## src/rtl/fib_pkg.sv

```systemverilog
// Shared types and default widths for the iterative Fibonacci engine.
// Optional build macro FIB_OVERFLOW_EN (saturate and flag on carry out).
package fib_pkg;

    typedef enum logic [1:0] {
        IDLE = 2'd0,
        OP   = 2'd1,
        DONE = 2'd2
    } fib_state_t;

    localparam int FIB_N_WIDTH_DEF      = 5;
    localparam int FIB_RESULT_WIDTH_DEF = 21;

endpackage

```

## src/rtl/fib_step.sv

```systemverilog
// One Fibonacci addition t1+t0; with FIB_OVERFLOW_EN it also reports the carry
// and saturates the sum to all-ones, otherwise it wraps and has no carry port.
module fib_step
    import fib_pkg::*;
#(
    parameter int RESULT_WIDTH = FIB_RESULT_WIDTH_DEF
) (
    input  logic [RESULT_WIDTH-1:0] i_t0,
    input  logic [RESULT_WIDTH-1:0] i_t1,
`ifdef FIB_OVERFLOW_EN
    output logic                    o_carry,
`endif
    output logic [RESULT_WIDTH-1:0] o_sum
);

`ifdef FIB_OVERFLOW_EN
    logic [RESULT_WIDTH:0] w_full;

    assign w_full  = {1'b0, i_t1} + {1'b0, i_t0};
    assign o_carry = w_full[RESULT_WIDTH];
    assign o_sum   = o_carry ? '1 : w_full[RESULT_WIDTH-1:0];
`else
    assign o_sum   = i_t1 + i_t0;
`endif

endmodule

```

## src/rtl/fib_sequencer.sv

```systemverilog
// Iterative Fibonacci engine: one addition per clock, done pulse and held result.
// Optional build macro FIB_OVERFLOW_EN enables saturation and the overflow flag.
module fib_sequencer
    import fib_pkg::*;
#(
    parameter int N_WIDTH      = FIB_N_WIDTH_DEF,
    parameter int RESULT_WIDTH = FIB_RESULT_WIDTH_DEF
) (
    input  logic                    clk_i,
    input  logic                    reset_i,
    input  logic                    start_i,
    input  logic [N_WIDTH-1:0]      n_i,
    output logic                    ready_o,
    output logic                    done_o,
    output logic [RESULT_WIDTH-1:0] result_o,
    output logic                    overflow_o
);

    fib_state_t              r_state;
    logic [RESULT_WIDTH-1:0] r_t0;
    logic [RESULT_WIDTH-1:0] r_t1;
    logic [N_WIDTH-1:0]      r_n;
    logic [RESULT_WIDTH-1:0] w_sum;
`ifdef FIB_OVERFLOW_EN
    logic                    w_carry;
    logic                    r_ovf;
`endif

    fib_step #(
        .RESULT_WIDTH(RESULT_WIDTH)
    ) u_step (
        .i_t0   (r_t0),
        .i_t1   (r_t1),
`ifdef FIB_OVERFLOW_EN
        .o_carry(w_carry),
`endif
        .o_sum  (w_sum)
    );

    always_ff @(posedge clk_i or posedge reset_i) begin
        if (reset_i) begin
            r_state <= IDLE;
            r_t0    <= '0;
            r_t1    <= '0;
            r_n     <= '0;
`ifdef FIB_OVERFLOW_EN
            r_ovf   <= 1'b0;
`endif
        end else begin
            case (r_state)
                IDLE: begin
                    if (start_i) begin
                        r_t0    <= '0;
                        r_t1    <= RESULT_WIDTH'(1);
                        r_n     <= n_i;
`ifdef FIB_OVERFLOW_EN
                        r_ovf   <= 1'b0;
`endif
                        r_state <= OP;
                    end
                end
                OP: begin
                    if (r_n == '0) begin
                        r_t1    <= '0;
                        r_state <= DONE;
                    end else if (r_n == N_WIDTH'(1)) begin
                        r_state <= DONE;
`ifdef FIB_OVERFLOW_EN
                    end else if (w_carry) begin
                        // Carry out: w_sum is already saturated, stop early.
                        r_t1    <= w_sum;
                        r_ovf   <= 1'b1;
                        r_state <= DONE;
`endif
                    end else begin
                        r_t1 <= w_sum;
                        r_t0 <= r_t1;
                        r_n  <= r_n - N_WIDTH'(1);
                    end
                end
                DONE:    r_state <= IDLE;
                default: r_state <= IDLE;
            endcase
        end
    end

    assign ready_o  = (r_state == IDLE);
    assign done_o   = (r_state == DONE);
    assign result_o = r_t1;
`ifdef FIB_OVERFLOW_EN
    assign overflow_o = r_ovf;
`else
    assign overflow_o = 1'b0;
`endif

endmodule

```

## config.mk

```make
export PLATFORM = sky130hd
export DESIGN_NAME = fib_sequencer
export DESIGN_NICKNAME = d
export VERILOG_FILES = /design/src/rtl/fib_pkg.sv /design/src/rtl/fib_step.sv /design/src/rtl/fib_sequencer.sv
export SDC_FILE = /design/constraint.sdc
export NUM_CORES = 1
export LEC_CHECK = 0
export CAP_MARGIN = 10
export CORE_ASPECT_RATIO = 2
export CORE_MARGIN = 2
export CORE_UTILIZATION = 25
export CTS_CLUSTER_DIAMETER = 120
export DETAILED_ROUTE_END_ITERATION = 7
export REMOVE_ABC_BUFFERS = 1
export SETUP_SLACK_MARGIN = 0.5
export SYNTH_ARGS = -nofsm -noshare
export SYNTH_HDL_FRONTEND = slang
export SYNTH_SLANG_ARGS = --single-unit
export TNS_END_PERCENT = 10
```

## constraint.sdc

```tcl
create_clock -name clk_i -period 2.23 [get_ports clk_i]
set_input_delay 0.446 -clock clk_i [delete_from_list [all_inputs] [get_ports clk_i]]
set_output_delay 0.446 -clock clk_i [all_outputs]
set_load 0.005 [all_outputs]
```

==> results of run 1 <==
final timing paths:
| path | end | slack [ps] | from |
|---|---|---|---|
| worst max-delay path | result_o[20]$_DFFE_PP0P_ | -110 | result_o[13]$_DFFE_PP0P_ |
| worst min-delay path | r_n[2]$_DFFE_PP0P_ | 460 | reset_i |
| worst max register to register | result_o[20]$_DFFE_PP0P_ | -110 | result_o[13]$_DFFE_PP0P_ |
| worst min register to register | r_t0[2]$_DFFE_PP0P_ | 480 | r_t0[2]$_DFFE_PP0P_ |
| max in group asynchronous | r_t0[5]$_DFFE_PP0P_ | 1240 | reset_i |
| min in group clk_i | r_t0[2]$_DFFE_PP0P_ | 480 | r_t0[2]$_DFFE_PP0P_ |
cell families (layout without fill, tap and decap cells):
kind of cell	after synthesis	after routing	synth area share, %
AO/OA/AOI/OAI	89	89	19.2
XOR/XNOR	16	16	4.68
other	1	1	0.125
multiplexers	1	1	0.502
buffers and inverters	28	107	3.80
flip-flops	49	49	41.0
adder cells (fa/ha/maj)	23	23	9.87
AND/OR/NAND/NOR	141	141	20.9
final cells by class:
class	count	area (µm²)
Fill cell	1175	7500
Multi-Input combinational cell	271	1760
Sequential cell	49	1230
Timing Repair Buffer	87	807
Tap cell	145	181
Clock buffer	6	139
Inverter	12	45.0
Clock inverter	2	37.5
power groups by stage:
stage / clock network (W) / logic (W) / registers [W]
after CTS: 0.000937 / 0.00388 / 0.00153
final: 0.000907 / 0.00384 / 0.00154
after global routing: 0.000964 / 0.00431 / 0.00158
after floorplan: 0 / 0.00199 / 0.00152
after global placement: 0 / 0.00364 / 0.00151
after detailed placement: 0 / 0.00370 / 0.00153
cell usage in the layout, fill, tap and decap left out, types with 3 or more instances in the layout:
master,n
nand3_1,27
nor2_1,14
o21ai_1,7
o21ai_0,27
a21o_1,5
nand2_1,73
inv_2,5
clkbuf_16,5
xnor2_1,12
and3_1,3
a21oi_2,4
dlymetal6s2s_1,17
inv_1,7
a21oi_1,14
xor2_1,4
nand2b_1,4
buf_6,3
a211o_1,3
ha_1,19
o21ai_2,3
buf_4,52
dfrtp_1,49
a211oi_1,3
nor3_1,7
clkdlybuf4s50_1,13
o31ai_1,4
metrics by stage:
stage          instance area [µm²]  instances  util (%)  hold slack (ps)  setup TNS (ps)
6_report                      4200        572      35.9              460            -301
5_1_grt                       4200        572      35.9              500            -976
4_1_cts                       4110        570      35.1              469            -200
3_5_place_dp                  3830        560      32.8              467           -1090
3_3_place_gp                  3830        560      32.8              454            -934
2_1_floorplan                 2920        332         -              443          -19020
repair_timing:
item / 4_1_cts / 5_1_grt
endpoints found under the hold margin: 0 / 0
hold buffers: 0 / 0
resized for setup: 30 / 27
setup endpoints to repair: 60 / 61
setup buffers: 2 / 2
pin swaps: 9 / 3
registers in the layout, indices dropped and copies added (netlist names):
signal,count
r_state,2
r_n,5
result_o,21
r_t0,21
worst register-to-register path: stages, from the launching register on:
cell      delay (ps)
dfrtp_1          390
ha_1             310
a211o_1          280
a21oi_1          250
o21ai_0          180
nand3_1          170
o211ai_4         100
mux2_4           300
a221o_1          250
routing by layer:
metal | GRT usage (%) | part of all wire, %
met3 | 1.76 | 2.5
met1 | 14.2 | 36
met5 | 0 | 0
met2 | 26.3 | 58
met4 | 6.24 | 3.1
==> impl_metrics.csv, run 1 <==
group,metric,value,unit
run_status,outcome,"finished with violations",
run_status,violations,"setup timing",
setup_path,cp_max_fo,2,
drt,vias,2795,
setup_path,r2r_cells,8,
pwr,pwr-share-clk,14.4,%
yosys,synth_ff_type,"dfrtp_1",
drt,drtAntennaViolNets,0,
layout,drive_gt1_share,22.7,%
sta,period_share,105,%
pwr,pwr-share-comb,61.0,%
pwr,internal_power,0.00364,W
global_route,first_global_vias,2976,
sta,relSlewSlack,64.0,%
setup_path,crit_family,"compound AO/OA/AOI/OAI gates",
setup_path,critPathKind,"register to register",
pwr,peakVddDrop,0.000846,V
setup_path,critical_path.cell_chain,"ha_1 -> a211o_1 -> a21oi_1 -> o21ai_0 -> nand3_1 -> o211ai_4 -> mux2_4 -> a221o_1",
die,rows,56,
place,dp_slack,-264,ps
pwr,p_sw,0.00265,W
layout,area_growth,40.3,%
yosys,synthDistinctLibCells,47,
flow_run,drv_cap,0,
die,die-area,12900,µm²
clock_tree,h-tree-depth,2,
setup_path,crit_path_end_kind,"register",
die,ios,32,
die,start_util,25.6,%
clock_tree,clk_latency,300,ps
place,io_buffers,30,
sta,rsz0062_at_grt,"true",
global_route,antenna_found_initial,0,
pwr,leakagePower,2.17,nW
clock_tree,numCtsBuffers,5,
setup_path,slowest_delay,390,ps
yosys,syn_inst,348,
yosys,synth_area_per_cell,8.60,µm²
pwr,finalPower,0.00628,W
clock_tree,cts_tree,"yes",
yosys,synth_seq_cells,49,
yosys,synth_top_cells_by_area,"dfrtp_1 (41%), nand2_1 (9.3%), ha_1 (9.2%), o21ai_0 (6.0%), nand3_1 (4.5%)",
clock_tree,clk_pin_slew,70,ps
yosys,synth_area,2990,µm²
place,hpwl,6.07,mm
yosys,synthArstFlopShare,100,%
setup_path,crit_cells,8,
setup_path,startpoint_type,"register",
setup_path,worstPathArrival,2530,ps
yosys,synth_edf_count,0,
drt,initialDrtViolationCount,112,
yosys,synth.top_cell.area_share,41.0,%
sta,finalWorstSetupSlack,-108,ps
yosys,yosysTopAreaCell,"dfrtp_1",
drt,wl,8.27,mm
global_route,grt_max_degree,33,
die,die_h,159,µm
clock_tree,clock-root-buffer,"clkbuf_16",
sta,finalCriticalPeriod,2340,ps
setup_path,crit_slowest_cell,"dfrtp_1",
drt,viasPerCell,4.89,
setup_path,path_buf_inv,0,
yosys,synth_warnings,0,
drt,dr.pass1.iters,4,
layout,diodes,0,
setup_path,cp.required,2420,ps
sta,finalHoldViolations,0,
yosys,synthMostInstantiatedCell,"nand2_1",
sta,worst_pin_slew,527,ps
sta,finalMaxSlewViolations,0,
global_route,grt_overflow,0,
layout,fin_nets,457,
yosys,synth_common_cells,"nand2_1 (74), dfrtp_1 (49), o21ai_0 (36)",
die,coreArea,11700,µm²
die,fp.dieW,81.4,µm
global_route,groute.usage.overall,13.9,%
sta,clock_skew,9.89,ps
place,finalWeightedCongestion,0.889,
global_route,grt_pass1_wl,14.0,mm
pwr,seqPwrFrac,24.5,%
pwr,switching_share,42.1,%
clock_tree,clockBufferDepth,2,
pwr,p_per_area,1500,nW/µm²
drt,drc,0,
drt,wl_per_cell,14.5,µm
sta,setup_viol,4,
yosys,ys_seq_area_share,41.0,%
min_path,hold_path_class,"primary input to asynchronous set/reset pin",
clock_tree,cts_sinks,49,
sta,max_freq,428,MHz
No activity file was read; power rests on OpenSTA's default activity.
==> run 2, diff against run 1 <==
--- a/config.mk
+++ b/config.mk
@@ -11,6 +11,7 @@
 export CORE_UTILIZATION = 25
 export CTS_CLUSTER_DIAMETER = 120
 export DETAILED_ROUTE_END_ITERATION = 7
+export GPL_ROUTABILITY_DRIVEN = 0
 export REMOVE_ABC_BUFFERS = 1
 export SETUP_SLACK_MARGIN = 0.5
 export SYNTH_ARGS = -nofsm -noshare
==> results of run 2 <==
Same layout as run 1: the final DEF is identical, and so are final timing and power.
==> RTL change (flow settings as in run 1) <==
Change the package constant `FIB_N_WIDTH_DEF` from 5 to 7.
--- a/src/rtl/fib_pkg.sv
+++ b/src/rtl/fib_pkg.sv
@@ -8,7 +8,7 @@
         DONE = 2'd2
     } fib_state_t;
 
-    localparam int FIB_N_WIDTH_DEF      = 5;
+    localparam int FIB_N_WIDTH_DEF      = 7;
     localparam int FIB_RESULT_WIDTH_DEF = 21;
 
 endpackage
Interface: changed (resized n_i); port bits go from 32 to 34. The function was not compared with the original's and may differ.
==> RTL change against run 1 <==
  * The flow still finishes with violations (setup timing)
  * Setup slack got worse by 0.0066 ns
  * Cell area rose by 7.4%
  * Wire length grew 8.6%
  * Utilization rose by 1.1 points
  * Power rose by 16%
  * Sequential cell count increased by 2
  * Area after synthesis grew 4.8%
  * Hold slack worse by 0.075 ns
  * Fmax fell by 0.28%
  * Highest routed layer unchanged
==> RTL change: results (changes against run 1) <==
| Metric | Value |
|---|---|
| Maximum vdd drop | 857 uV (+1.2%) |
| CTS max path bufs | 2 (unchanged) |
| Failing checks | setup timing |
| Initial antenna violation count | 0 (unchanged) |
| Post-synthesis mux area share | 0.319% (-0.18 points) |
| Status | finished with violations |
| Max Clock Skew | 0.00582 ns (-0.00407 ns) |
| Layout cell share with drive strength beyond 1 | 30.4% (+7.7 points) |
| Max_slew headroom | 55.0% (-9.0 points) |
| Clk root buf | clkbuf_16 |
| Port Buffers | 32 (+6.7%) |
| Final net count | 468 (+2.4%) |
| Fraction of the mapped netlist area in compound gates | 21.3% (+2.1 points) |
| H-tree Lvls | 2 (unchanged) |
| N_diodes | 0 (unchanged) |
| Worst Path Arrival | 2.52 ns (about the same) |
| Placed Cells | 569 (+1.6%) |
| Post-synthesis sequential area ratio | 40.7% (-0.27 points) |
| Routed WL | 8.98 mm (+8.6%) |
| Post-Synth XOR/XNOR Area | 5.03% (+0.35 points) |
| Synthesized-area fraction occupied by adder cells | 9.42% (-0.45 points) |
| First-pass GRT wire length | 15.2 mm (+8.0%) |
| GP Congestion | 0.917 (+3.3%) |
| DP HPWL | 6.35 mm (+4.7%) |
| Sum Neg Setup Slack | -0.140 ns (+0.161 ns) |
| Largest net degree at the start of global routing | 46 (+39%) |
| Lkg Pwr | 2.21 nW (+2.2%) |
| # fillers | 1209 (+2.9%) |
| DRT iter0 DRCs | 132 (+18%) |
| Hold WS | 0.385 ns (-0.0745 ns) |
| Total GRT Usage | 13.8% (-0.058 points) |
| Setup-violating endpoint count in the final report | 3 (-1) |
| CP endpoint kind | flop |
| Synth area leaders | dfrtp_1 41%, ha_1 8.8%, nand2_1 8.3% |
| Synth top cells by count | 69 x nand2_1, 51 x dfrtp_1, 31 x o21ai_0, 24 x nand3_1, 23 x a21oi_1 |
| Max Fanout on Critical Path | 2 (unchanged) |
| Vias per cell | 5.09 (+4.2%) |
| Synth cell types | 48 (+2.1%) |
| Yosys warns | 0 (unchanged) |
| Worst-Skew Late Latency | ~0.29 ns |
| Fin worst setup slack | -0.115 ns (-0.00662 ns) |
| Post-DR wirelength/cell | 15.5 um (+7.0%) |
| Vias in the first global route | 3189 (+7.2%) |
| Average size of a mapped cell | 8.64 um^2 (+0.44%) |
[RTL change: worst paths after layout]
check,from,cells past startpoint,end
worst max-delay path,r_t0[0]$_DFFE_PP0P_,11,result_o[20]$_DFFE_PP0P_
worst min-delay path,reset_i,2,r_n[2]$_DFFE_PP0P_
worst max register to register,r_t0[0]$_DFFE_PP0P_,11,result_o[20]$_DFFE_PP0P_
worst min register to register,r_t0[17]$_DFFE_PP0P_,2,r_t0[17]$_DFFE_PP0P_
max in group asynchronous,reset_i,3,result_o[1]$_DFFE_PP0P_
min in group clk_i,r_t0[17]$_DFFE_PP0P_,2,r_t0[17]$_DFFE_PP0P_
[RTL change: area by class of cell]
cell class | count | area, um^2 | area share [%]
timing repair buffer | 85 | 825 | 18.3
inverter | 14 | 60.1 | 1.33
sequential | 51 | 1280 | 28.3
tap | 147 | 184 | 4.08
multi-input combinational | 278 | 2040 | 45.2
clock buffer | 6 | 129 | 2.86
[RTL change: critical path: stages, from the launching register on]
cell and delay (ns):
dfrtp_1 0.36, ha_2 0.19, inv_2 0.04, fa_2 0.35
nor2b_2 0.15, o2111ai_2 0.14, a21boi_2 0.25, a211oi_4 0.10
o41ai_2 0.21, buf_4 0.17, mux2i_1 0.17, o211ai_1 0.11
[RTL change: cells by family after synthesis]
kind of cell	Yosys count
muxes	1
buffers and inverters	34
AOI/OAI and AO/OA	105
xor gates and xnor gates	18
other	1
and+or+nand+nor	130
adders and majority gates	23
DFF	51
[RTL change: per-stage QoR]
| step | worst slack (ns) | area (um^2) | power [mW] |
|---|---|---|---|
| floorplan | -0.316 | 3030 | 3.91 |
| global placement | -0.239 | 3920 | 5.66 |
| detailed placement | -0.312 | 3920 | 5.77 |
| CTS | -0.132 | 4390 | 7.18 |
| global route | -0.286 | 4510 | 7.87 |
| finish | -0.115 | 4510 | 7.28 |
[RTL change: timing repair]
item / in CTS / in global routing
gates resized for setup: 102 / 31
buffers inserted: 5 / 1
pin swaps: 85 / 17
endpoints found under the setup margin: 55 / 65
endpoints found under the hold margin: 0 / 0
[RTL change: power breakdown]
group / internal, mW / switching (mW) / leakage, nW
registers: 1.35 / 0.366 / 0.645
clock network: 0.405 / 0.337 / 0.0628
logic: 2.26 / 2.56 / 1.51
[RTL change: per-layer routing]
layer | global-route usage [%] | part of all wire (%) | vias up
met5 | 0 | 0 | -
met2 | 27.9 | 57 | 57
met1 | 13.8 | 37 | 1470
li1 | - | - | 1410
met3 | 1.67 | 2.4 | 22
met4 | 5.59 | 3.1 | 0
